[src/rtl/clkdiv_multi_if.sv]
// Control/status bundle for the multi-channel clock divider.
// The master side drives enables, divider writes and busy; the slave side returns ticks and counts.
interface clkdiv_multi_if #(
  parameter int unsigned NCH    = 2,
  parameter int unsigned CNT_W  = 16,
  parameter int unsigned BCNT_W = 32,
  parameter int unsigned SEL_W  = (NCH > 1) ? $clog2(NCH) : 1
);
  logic [NCH-1:0]    en;
  logic              div_we;
  logic [SEL_W-1:0]  div_sel;
  logic [CNT_W-1:0]  div_val;
  logic              busy;
  logic              bcnt_clr;
  logic [NCH-1:0]    tick;
  logic [NCH-1:0]    clk_div;
  logic [BCNT_W-1:0] busycount;

  modport master (
    output en, div_we, div_sel, div_val, busy, bcnt_clr,
    input  tick, clk_div, busycount
  );

  modport slave (
    input  en, div_we, div_sel, div_val, busy, bcnt_clr,
    output tick, clk_div, busycount
  );
endinterface

[src/rtl/clkdiv_multi.sv]
// NCH independent programmable clock-enable dividers, each with a registered tick and square wave,
// plus a saturating busy counter of channel-0 rising edges kept entirely in the clk domain.
module clkdiv_multi #(
  parameter int unsigned NCH     = 2,
  parameter int unsigned CNT_W   = 16,
  parameter int unsigned DEF_DIV = 4,
  parameter int unsigned BCNT_W  = 32
) (
  input  logic          clk,
  input  logic          rst_n,
  clkdiv_multi_if.slave bus
);

  logic [CNT_W-1:0]  cnt   [NCH];
  logic [CNT_W-1:0]  div_r [NCH];
  logic [NCH-1:0]    tick_q;
  logic [NCH-1:0]    clk_div_q;
  logic [BCNT_W-1:0] bcnt_q;

  logic [NCH-1:0]    we_hit_c;
  logic [NCH-1:0]    tc_c;
  logic              inc_c;

  // Write decode and terminal-count detect; an out-of-range select matches no channel.
  always_comb begin
    we_hit_c = '0;
    tc_c     = '0;
    for (int i = 0; i < NCH; i++) begin
      we_hit_c[i] = bus.div_we && (32'(bus.div_sel) == 32'(i));
      tc_c[i]     = bus.en[i] && (cnt[i] == (div_r[i] - CNT_W'(1)));
    end
    // Count on the edge where channel 0 is about to rise; a same-cycle write suppresses it.
    inc_c = bus.busy && tc_c[0] && !we_hit_c[0] && !clk_div_q[0];
  end

  // Per-channel divider state; a write takes priority over the terminal count.
  always_ff @(posedge clk or negedge rst_n) begin
    if (!rst_n) begin
      for (int i = 0; i < NCH; i++) begin
        cnt[i]   <= '0;
        div_r[i] <= CNT_W'(DEF_DIV);
      end
      tick_q    <= '0;
      clk_div_q <= '0;
    end else begin
      for (int i = 0; i < NCH; i++) begin
        if (we_hit_c[i]) begin
          div_r[i]  <= (bus.div_val == '0) ? CNT_W'(1) : bus.div_val;
          cnt[i]    <= '0;
          tick_q[i] <= 1'b0;
        end else if (tc_c[i]) begin
          cnt[i]       <= '0;
          tick_q[i]    <= 1'b1;
          clk_div_q[i] <= ~clk_div_q[i];
        end else if (bus.en[i]) begin
          cnt[i]    <= cnt[i] + CNT_W'(1);
          tick_q[i] <= 1'b0;
        end else begin
          tick_q[i] <= 1'b0;
        end
      end
    end
  end

  // Busy counter: clear wins over increment, increment saturates at all-ones.
  always_ff @(posedge clk or negedge rst_n) begin
    if (!rst_n) begin
      bcnt_q <= '0;
    end else if (bus.bcnt_clr) begin
      bcnt_q <= '0;
    end else if (inc_c && (bcnt_q != '1)) begin
      bcnt_q <= bcnt_q + BCNT_W'(1);
    end
  end

  assign bus.tick      = tick_q;
  assign bus.clk_div   = clk_div_q;
  assign bus.busycount = bcnt_q;

endmodule

[src/flat_wrapper.sv]
// flat-port wrapper written by rule: the top's interface ports become plain ports
module clkdiv_multi_flat 
#(
  parameter int unsigned NCH     = 2,
  parameter int unsigned CNT_W   = 16,
  parameter int unsigned DEF_DIV = 4,
  parameter int unsigned BCNT_W  = 32
)
  (clk, rst_n, bus_en, bus_div_we, bus_div_sel, bus_div_val, bus_busy, bus_bcnt_clr, bus_tick, bus_clk_div, bus_busycount);
  clkdiv_multi_if #(.NCH(NCH), .CNT_W(CNT_W), .BCNT_W(BCNT_W)) bus_i ();
  input  logic clk;
  input  logic rst_n;
  input wire logic [$bits(bus_i.en)-1:0] bus_en;
  input wire logic [$bits(bus_i.div_we)-1:0] bus_div_we;
  input wire logic [$bits(bus_i.div_sel)-1:0] bus_div_sel;
  input wire logic [$bits(bus_i.div_val)-1:0] bus_div_val;
  input wire logic [$bits(bus_i.busy)-1:0] bus_busy;
  input wire logic [$bits(bus_i.bcnt_clr)-1:0] bus_bcnt_clr;
  output wire logic [$bits(bus_i.tick)-1:0] bus_tick;
  output wire logic [$bits(bus_i.clk_div)-1:0] bus_clk_div;
  output wire logic [$bits(bus_i.busycount)-1:0] bus_busycount;
  assign bus_i.en = bus_en;
  assign bus_i.div_we = bus_div_we;
  assign bus_i.div_sel = bus_div_sel;
  assign bus_i.div_val = bus_div_val;
  assign bus_i.busy = bus_busy;
  assign bus_i.bcnt_clr = bus_bcnt_clr;
  assign bus_tick = bus_i.tick;
  assign bus_clk_div = bus_i.clk_div;
  assign bus_busycount = bus_i.busycount;
  clkdiv_multi #(.NCH(NCH), .CNT_W(CNT_W), .DEF_DIV(DEF_DIV), .BCNT_W(BCNT_W)) u_core (.clk(clk), .rst_n(rst_n), .bus(bus_i));
endmodule
[config.mk]
export PLATFORM = sky130hd
export DESIGN_NAME = clkdiv_multi_flat
export DESIGN_NICKNAME = d
export VERILOG_FILES = /design/src/rtl/clkdiv_multi_if.sv /design/src/rtl/clkdiv_multi.sv /design/src/flat_wrapper.sv
export SDC_FILE = /design/constraint.sdc
export NUM_CORES = 1
export LEC_CHECK = 0
export ABC_AREA = 1
export CAP_MARGIN = 10
export CORE_MARGIN = 5
export CORE_UTILIZATION = 53
export DETAILED_ROUTE_END_ITERATION = 7
export PLACE_DENSITY = 0.85
export SYNTH_ARGS = -nofsm -noshare
export SYNTH_HDL_FRONTEND = slang
export SYNTH_SLANG_ARGS = --single-unit
[constraint.sdc]
create_clock -name clk -period 2.1 [get_ports clk]
set_input_delay 0.42 -clock clk [delete_from_list [all_inputs] [get_ports clk]]
set_output_delay 0.42 -clock clk [all_outputs]
set_load 0.01 [all_outputs]
## Yosys cells after proc, flatten, opt, wreduce, memory -nomap -nowiden

Cells that the tools add are included.

| storage, ports and cells | value |
|---|---|
| register bits after elaboration | 100 |
| input port bits | 24 |
| logic and storage cells | 50 |

| operators by class | value |
|---|---|
| add/subtract/negate cells | 5 |
| equal/unequal tests | 3 |
| mux-type cells | 13 |
| bitwise operators | 5 |
| reductions and logical operators | 16 |

Operators with widths:

| kind | count |
|---|---|
| 16-bit 2-to-1 mux | 7 |
| 32-bit 2-to-1 mux | 2 |
| 16-bit by 1-bit adder with 16-bit output, second input constant | 2 |
| 32-bit by 1-bit adder with 32-bit output, second input constant | 1 |
| 16-bit == test | 2 |
| 32-bit != test, second input constant | 1 |
| 16-bit by 1-bit subtractor with 16-bit output, second input constant | 2 |
| 16-bit zero test | 1 |
| 1-bit logical AND | 8 |
| 3-bit nonzero test | 2 |
| 1-bit NOT | 5 |
| 1-bit 2-to-1 mux | 4 |
| 2-bit AND reduction | 2 |
| 1-bit zero test | 2 |
| 2-bit nonzero test | 1 |

## Depth between registers and ports, before layout

| depth | value |
|---|---|
| depth after elaboration | 9 |
| mapped depth | 17 |
| mapped depth without buffers | 16 |

## Worst setup path before layout

No wires, ideal clock.

| timing | value |
|---|---|
| path kind | flip-flop to flip-flop |
| start | register u_core.div_r[16] (netlist bit) |
| end | register u_core.bcnt_q[24], in the netlist u_core.bus.busycount[24] |
| setup time | 0.118 ns |
| arrival time | 2.013 ns |
| data required time | 1.982 ns |
| slack | -0.031 ns |
| cell stages (with the launch flop) | 15 |
| path buffers | 1 |
| period minus slack after synthesis | 2.131 ns |
| path through | dfrtp_1 -> inv_2 -> ha_1 -> nand2_2 -> nor2_4 -> nand2_1 -> xor2_1 -> nand3_2 -> nor2_4 -> nand3_2 -> nor2_4 -> nand3_4 -> buf_6 -> nand3_2 -> nand2_1 |

| on the way | value |
|---|---|
| longest elaborated chain between the ends | 8 |

RTL lines:

| what | line | source |
|---|---|---|
| from (decl) | clkdiv_multi.sv:15 | `logic [CNT_W-1:0] div_r [NCH];` |
| from (signal, indexed assignment) | clkdiv_multi.sv:41 | `div_r[i] <= CNT_W'(DEF_DIV);` |
| from (signal, indexed assignment) | clkdiv_multi.sv:48 | `div_r[i] <= (bus.div_val == '0) ? CNT_W'(1) : bus.div_val;` |
| 16-bit by 1-bit subtractor with 16-bit output | clkdiv_multi.sv:30 | `tc_c[i] = bus.en[i] && (cnt[i] == (div_r[i] - CNT_W'(1)));` |
| 16-bit == test | clkdiv_multi.sv:30 |  |
| 1-bit logical AND | clkdiv_multi.sv:30 |  |
| 1-bit logical AND (3 in a row) | clkdiv_multi.sv:33 | `inc_c = bus.busy && tc_c[0] && !we_hit_c[0] && !clk_div_q[0];` |
| 1-bit logical AND | clkdiv_multi.sv:71 | `end else if (inc_c && (bcnt_q != '1)) begin` |
| 2-bit nonzero test (no source line) | -- |  |
| to (signal assigned) | clkdiv_multi.sv:72 | `bcnt_q <= bcnt_q + BCNT_W'(1);` |
| to (decl) | clkdiv_multi.sv:18 | `logic [BCNT_W-1:0] bcnt_q;` |

Every way passes these cells.
A chain may end at the register's enable or synchronous reset.

## Final worst setup path

| timing | value |
|---|---|
| start | register u_core.div_r[21] (netlist bit) |
| end | register u_core.bcnt_q[27], in the netlist u_core.bus.busycount[27] |

Same word-level chain as after synthesis.

==> results.txt <==
- Result of the run: finished with violations
- Violated checks: negative setup slack
- Yosys attributes the largest share of cell area to dfrtp_1 (35%), nand2_1 (13%), xor2_1 (7.1%), inv_1 (6.7%), nand3_2 (4.8%).
* Post-synthesis sequential area ratio: 36.1%
- After technology mapping, the gate count stands at 931.
* Number of clock sinks seen by CTS: 100
- The total count of max-transition violations in the final report is 0.
- After layout, the design draws a total of 5080 uW.
- The first global-routing pass estimated 31.8 mm of wire.
- STA classifies the critical path endpoint as a flip-flop.
- Port-buffer cells: 59
* Total power divided by cell area: 565 mW/mm2
- The number of antenna violations at the first check in global routing is 1.
* Via count of the routed design: 6856
- After synthesis, the mean cell area works out to 7.45 um2.
* Area share of the largest cell type after synthesis: 35.4%
* Syn_nets: 960
- Setup repair after global routing missed its margin: true
- Final hold analysis gives a worst-case slack of 1.58 ps.
- Pin count of the biggest net entering global routing: 65
- Shortest period the worst path allows: 2390 ps
- For this run, design rule violations remaining after detail routing come to 0.
- Buffer type at the clock tree root: clkbuf_16
* Clock Skew: 8.15 ps
- In this run the cell area of the synthesized design comes to 0.00694 mm2.
- Across the VDD grid, the largest voltage drop is 529 uV.
- Post-DP HPWL: 13.4 mm
- Routability-driven placement finished with a final weighted congestion of 0.945.
- The final critical path takes up 114% of the cycle.
- The number of clock buffers added by TritonCTS is 9.
* Total of warnings raised by yosys: 0
- STA classifies the critical path startpoint as a flip-flop.
- The initialized floorplan defines 41 standard-cell rows.
- The via count of the first global-routing pass is 6739.
- CTS Hold Bufs: 0
* Diode count: 0
- In this run the tightest slew margin relative to its limit is 70.4%.
- Share of post-route cells with drive strength above 1: 23.6%
- Number of distinct library cells after synthesis: 40
* Area added between synthesis and finish: 29.7%
- In this run, synthesis produced a sequential element count of 100.
* Full die area: 0.0155 mm2
- Number of maximum-capacitance constraint violations: 0
- Share of the core filled with cells in the final layout: 70.7%
- Worst-path maximum fanout: 16
- Final total negative setup slack: -9090 ps
* Worst slew pin tran: 440 ps
* Initial DRT Pass Iterations: 7
* Routed Antenna Nets: 0
- Cell type with the highest aggregate area in the netlist: dfrtp_1
- The final hold violation count is 0.
* Number of top-level pins: 60
* Worst setup slack before clock tree synthesis: -318 ps
- TritonCTS built the clock tree.
- Summed over all cells, the static leakage comes to 0.00411 uW.
* Peak Freq: 0.418 GHz
- First DRT Iteration DRCs: 500
- For this configuration, the core starts out at a cell density of 54.5%.
* Total routing usage reported by global routing: 24.7%
- Clock latency at the later pin of the worst-skew pair: 360 ps
- Floorplan die height: 124 um
- Maximum number of buffers from clock root to sink: 2
- Number of cells traversed by the worst register-to-register path: 15
- Core area: 0.0127 mm2
* Setup violators final: 49
* Average detailed-routed wire length per instance: 16.1 um
* Count of nets after finishing: 1094
- The final layout contains routed wiring with a total length of 20.0 mm.
- FILL cells: 936
* Crit Path Class: reg -> reg
* Overflow left after global routing: 0
- At the worst endpoint, the required time is 2400 ps.
- Measured along the x axis, the die boundary spans 124 um.
- After layout, the worst setup slack is -290 ps.
- Class of the worst hold path: in -> async
* Level count of the clock H-tree: 3
- STA puts the critical path data arrival time at 2690 ps.
- In the routed layout, each cell is associated on average with a via count of 5.52.
- After clock tree synthesis, the clock-pin slew on the worst setup and hold paths is 70 ps.
==> path summary, 6_finish.rpt <==
| path | start | endpoint | slack (ps) |
|---|---|---|---|
| min reg2reg | u_core.bus.clk_div[1] | u_core.bus.clk_div[1] | 510 |
| min | rst_n | u_core.bus.busycount[3] | 2 |
| max in group asynchronous | rst_n | u_core.div_r[18] | 1410 |
| max reg2reg | u_core.div_r[21] | u_core.bus.busycount[27] | -290 |
| max | u_core.div_r[21] | u_core.bus.busycount[27] | -290 |
| min in group clk | u_core.bus.clk_div[1] | u_core.bus.clk_div[1] | 510 |
==> layout by cell type, fill, tap and decap left out, types with 8 or more instances in the layout <==
| cell type | netlist | layout |
|---|---|---|
| nor2_2 | 10 | 12 |
| nor2_1 | 73 | 62 |
| nand3_1 | 40 | 33 |
| buf_12 | 0 | 8 |
| o21ai_2 | 9 | 14 |
| nand2_2 | 8 | 19 |
| clkbuf_16 | 0 | 11 |
| xor2_1 | 56 | 54 |
| inv_1 | 124 | 119 |
| nand2_1 | 236 | 222 |
| nand4_1 | 45 | 45 |
| o21ai_0 | 55 | 49 |
| buf_4 | 0 | 74 |
| dfrtp_1 | 98 | 91 |
| xnor2_1 | 25 | 23 |
| nor2_4 | 6 | 15 |
| nor3_1 | 27 | 24 |
| nand3_2 | 33 | 38 |
| clkdlybuf4s50_1 | 0 | 58 |
| o21ai_1 | 8 | 9 |
| inv_2 | 4 | 8 |
| nor4_1 | 10 | 9 |
==> power by group <==
part	switching (uW)	total (uW)	internal, uW
clock network	785	1600	816
registers	151	2200	2050
logic	714	1280	566
==> state kept, by name (all words and copies together), names as in the netlist <==
register / count
u_core.div_r: 32
u_core.cnt: 32
u_core.bus.busycount: 32
u_core.bus.clk_div: 2
u_core.bus.tick: 2
==> Yosys cell counts <==
| master | count |
|---|---|
| o21ai_2 | 9 |
| nand2_1 | 236 |
| nor2_8 | 1 |
| dfrtp_1 | 98 |
| nand2_4 | 1 |
| nand2_2 | 8 |
| o21ai_1 | 8 |
| nor2_4 | 6 |
| clkbuf_1 | 8 |
| buf_2 | 9 |
| nor2_1 | 73 |
| o2111ai_1 | 1 |
| ha_1 | 5 |
| nand3_2 | 33 |
| nor3b_1 | 1 |
| a41o_1 | 1 |
| nand4_2 | 3 |
| nor3_2 | 4 |
| buf_6 | 7 |
| dfstp_2 | 2 |
| nor2_2 | 10 |
| nor3_1 | 27 |
| inv_1 | 124 |
| a21oi_1 | 4 |
| nand3_4 | 1 |
| inv_2 | 4 |
| o22ai_1 | 7 |
| and2_1 | 1 |
| nand4_1 | 45 |
| clkinv_1 | 1 |
| or2_2 | 3 |
| xor2_1 | 56 |
| o21ai_0 | 55 |
| a21oi_2 | 1 |
| xnor2_1 | 25 |
| nor4_1 | 10 |
| nand3b_1 | 1 |
| or2_1 | 1 |
| nand3_1 | 40 |
| nor4_2 | 1 |
==> timing repair <==
item | in CTS | in global routing
setup endpoints to repair | 64 | 66
gates cloned | 1 | 2
gates resized for setup | 38 | 56
pin swaps | 10 | 20
buffers inserted | 6 | 8
==> final cells by class <==
class | count | area [um2] | share of cell area [%]
well taps | 172 | 215 | 2.39
multi-input cells | 678 | 4100 | 45.6
clock buffers | 10 | 229 | 2.55
clock inverters | 6 | 47.5 | 0.529
repair buffers | 147 | 1400 | 15.6
inverters | 129 | 487 | 5.41
flip-flops and latches | 100 | 2510 | 27.9
==> layer usage <==
metal  wire, um  GRT usage, %  vias up
li1           -             -     3277
met1       7940          30.3     3213
met2      10000          42.7      289
met3       1230          5.23       75
met4        778          9.03        2
met5         14             0        -
==> stage by stage <==
step,area [um2],std cells
final,8990,1242
after floorplan,6940,931
after global placement,8240,1213
after CTS,8740,1235
after detailed placement,8240,1213
after global routing,8990,1242
==> critical path, cell delays in order, from the launching register on <==
cell and delay [ps]:
dfrtp_2 450, buf_4 160, inv_2 70, nand2_2 70, nor2_4 170, nand2_2 90, nand3_2 100, nand2_1 90
nor2_2 120, nand2_2 80, nor2_4 180, nand4_4 120, nor2_4 210, clkbuf_16 230, nand4_1 100, nand2_1 90
==> cell families (layout without fill, tap and decap cells) <==
kind of cell | Yosys count | count (layout) | share of synthesized area, %
adder cells (fa/ha/maj) | 5 | 5 | 0.902
flip-flops | 100 | 100 | 36.1
buffers and inverters | 153 | 292 | 9.20
AND/OR/NAND/NOR | 506 | 506 | 36.6
XOR/XNOR | 81 | 81 | 10.2
AO/OA/AOI/OAI | 86 | 86 | 7.00
(Power assumes the default switching activity.)
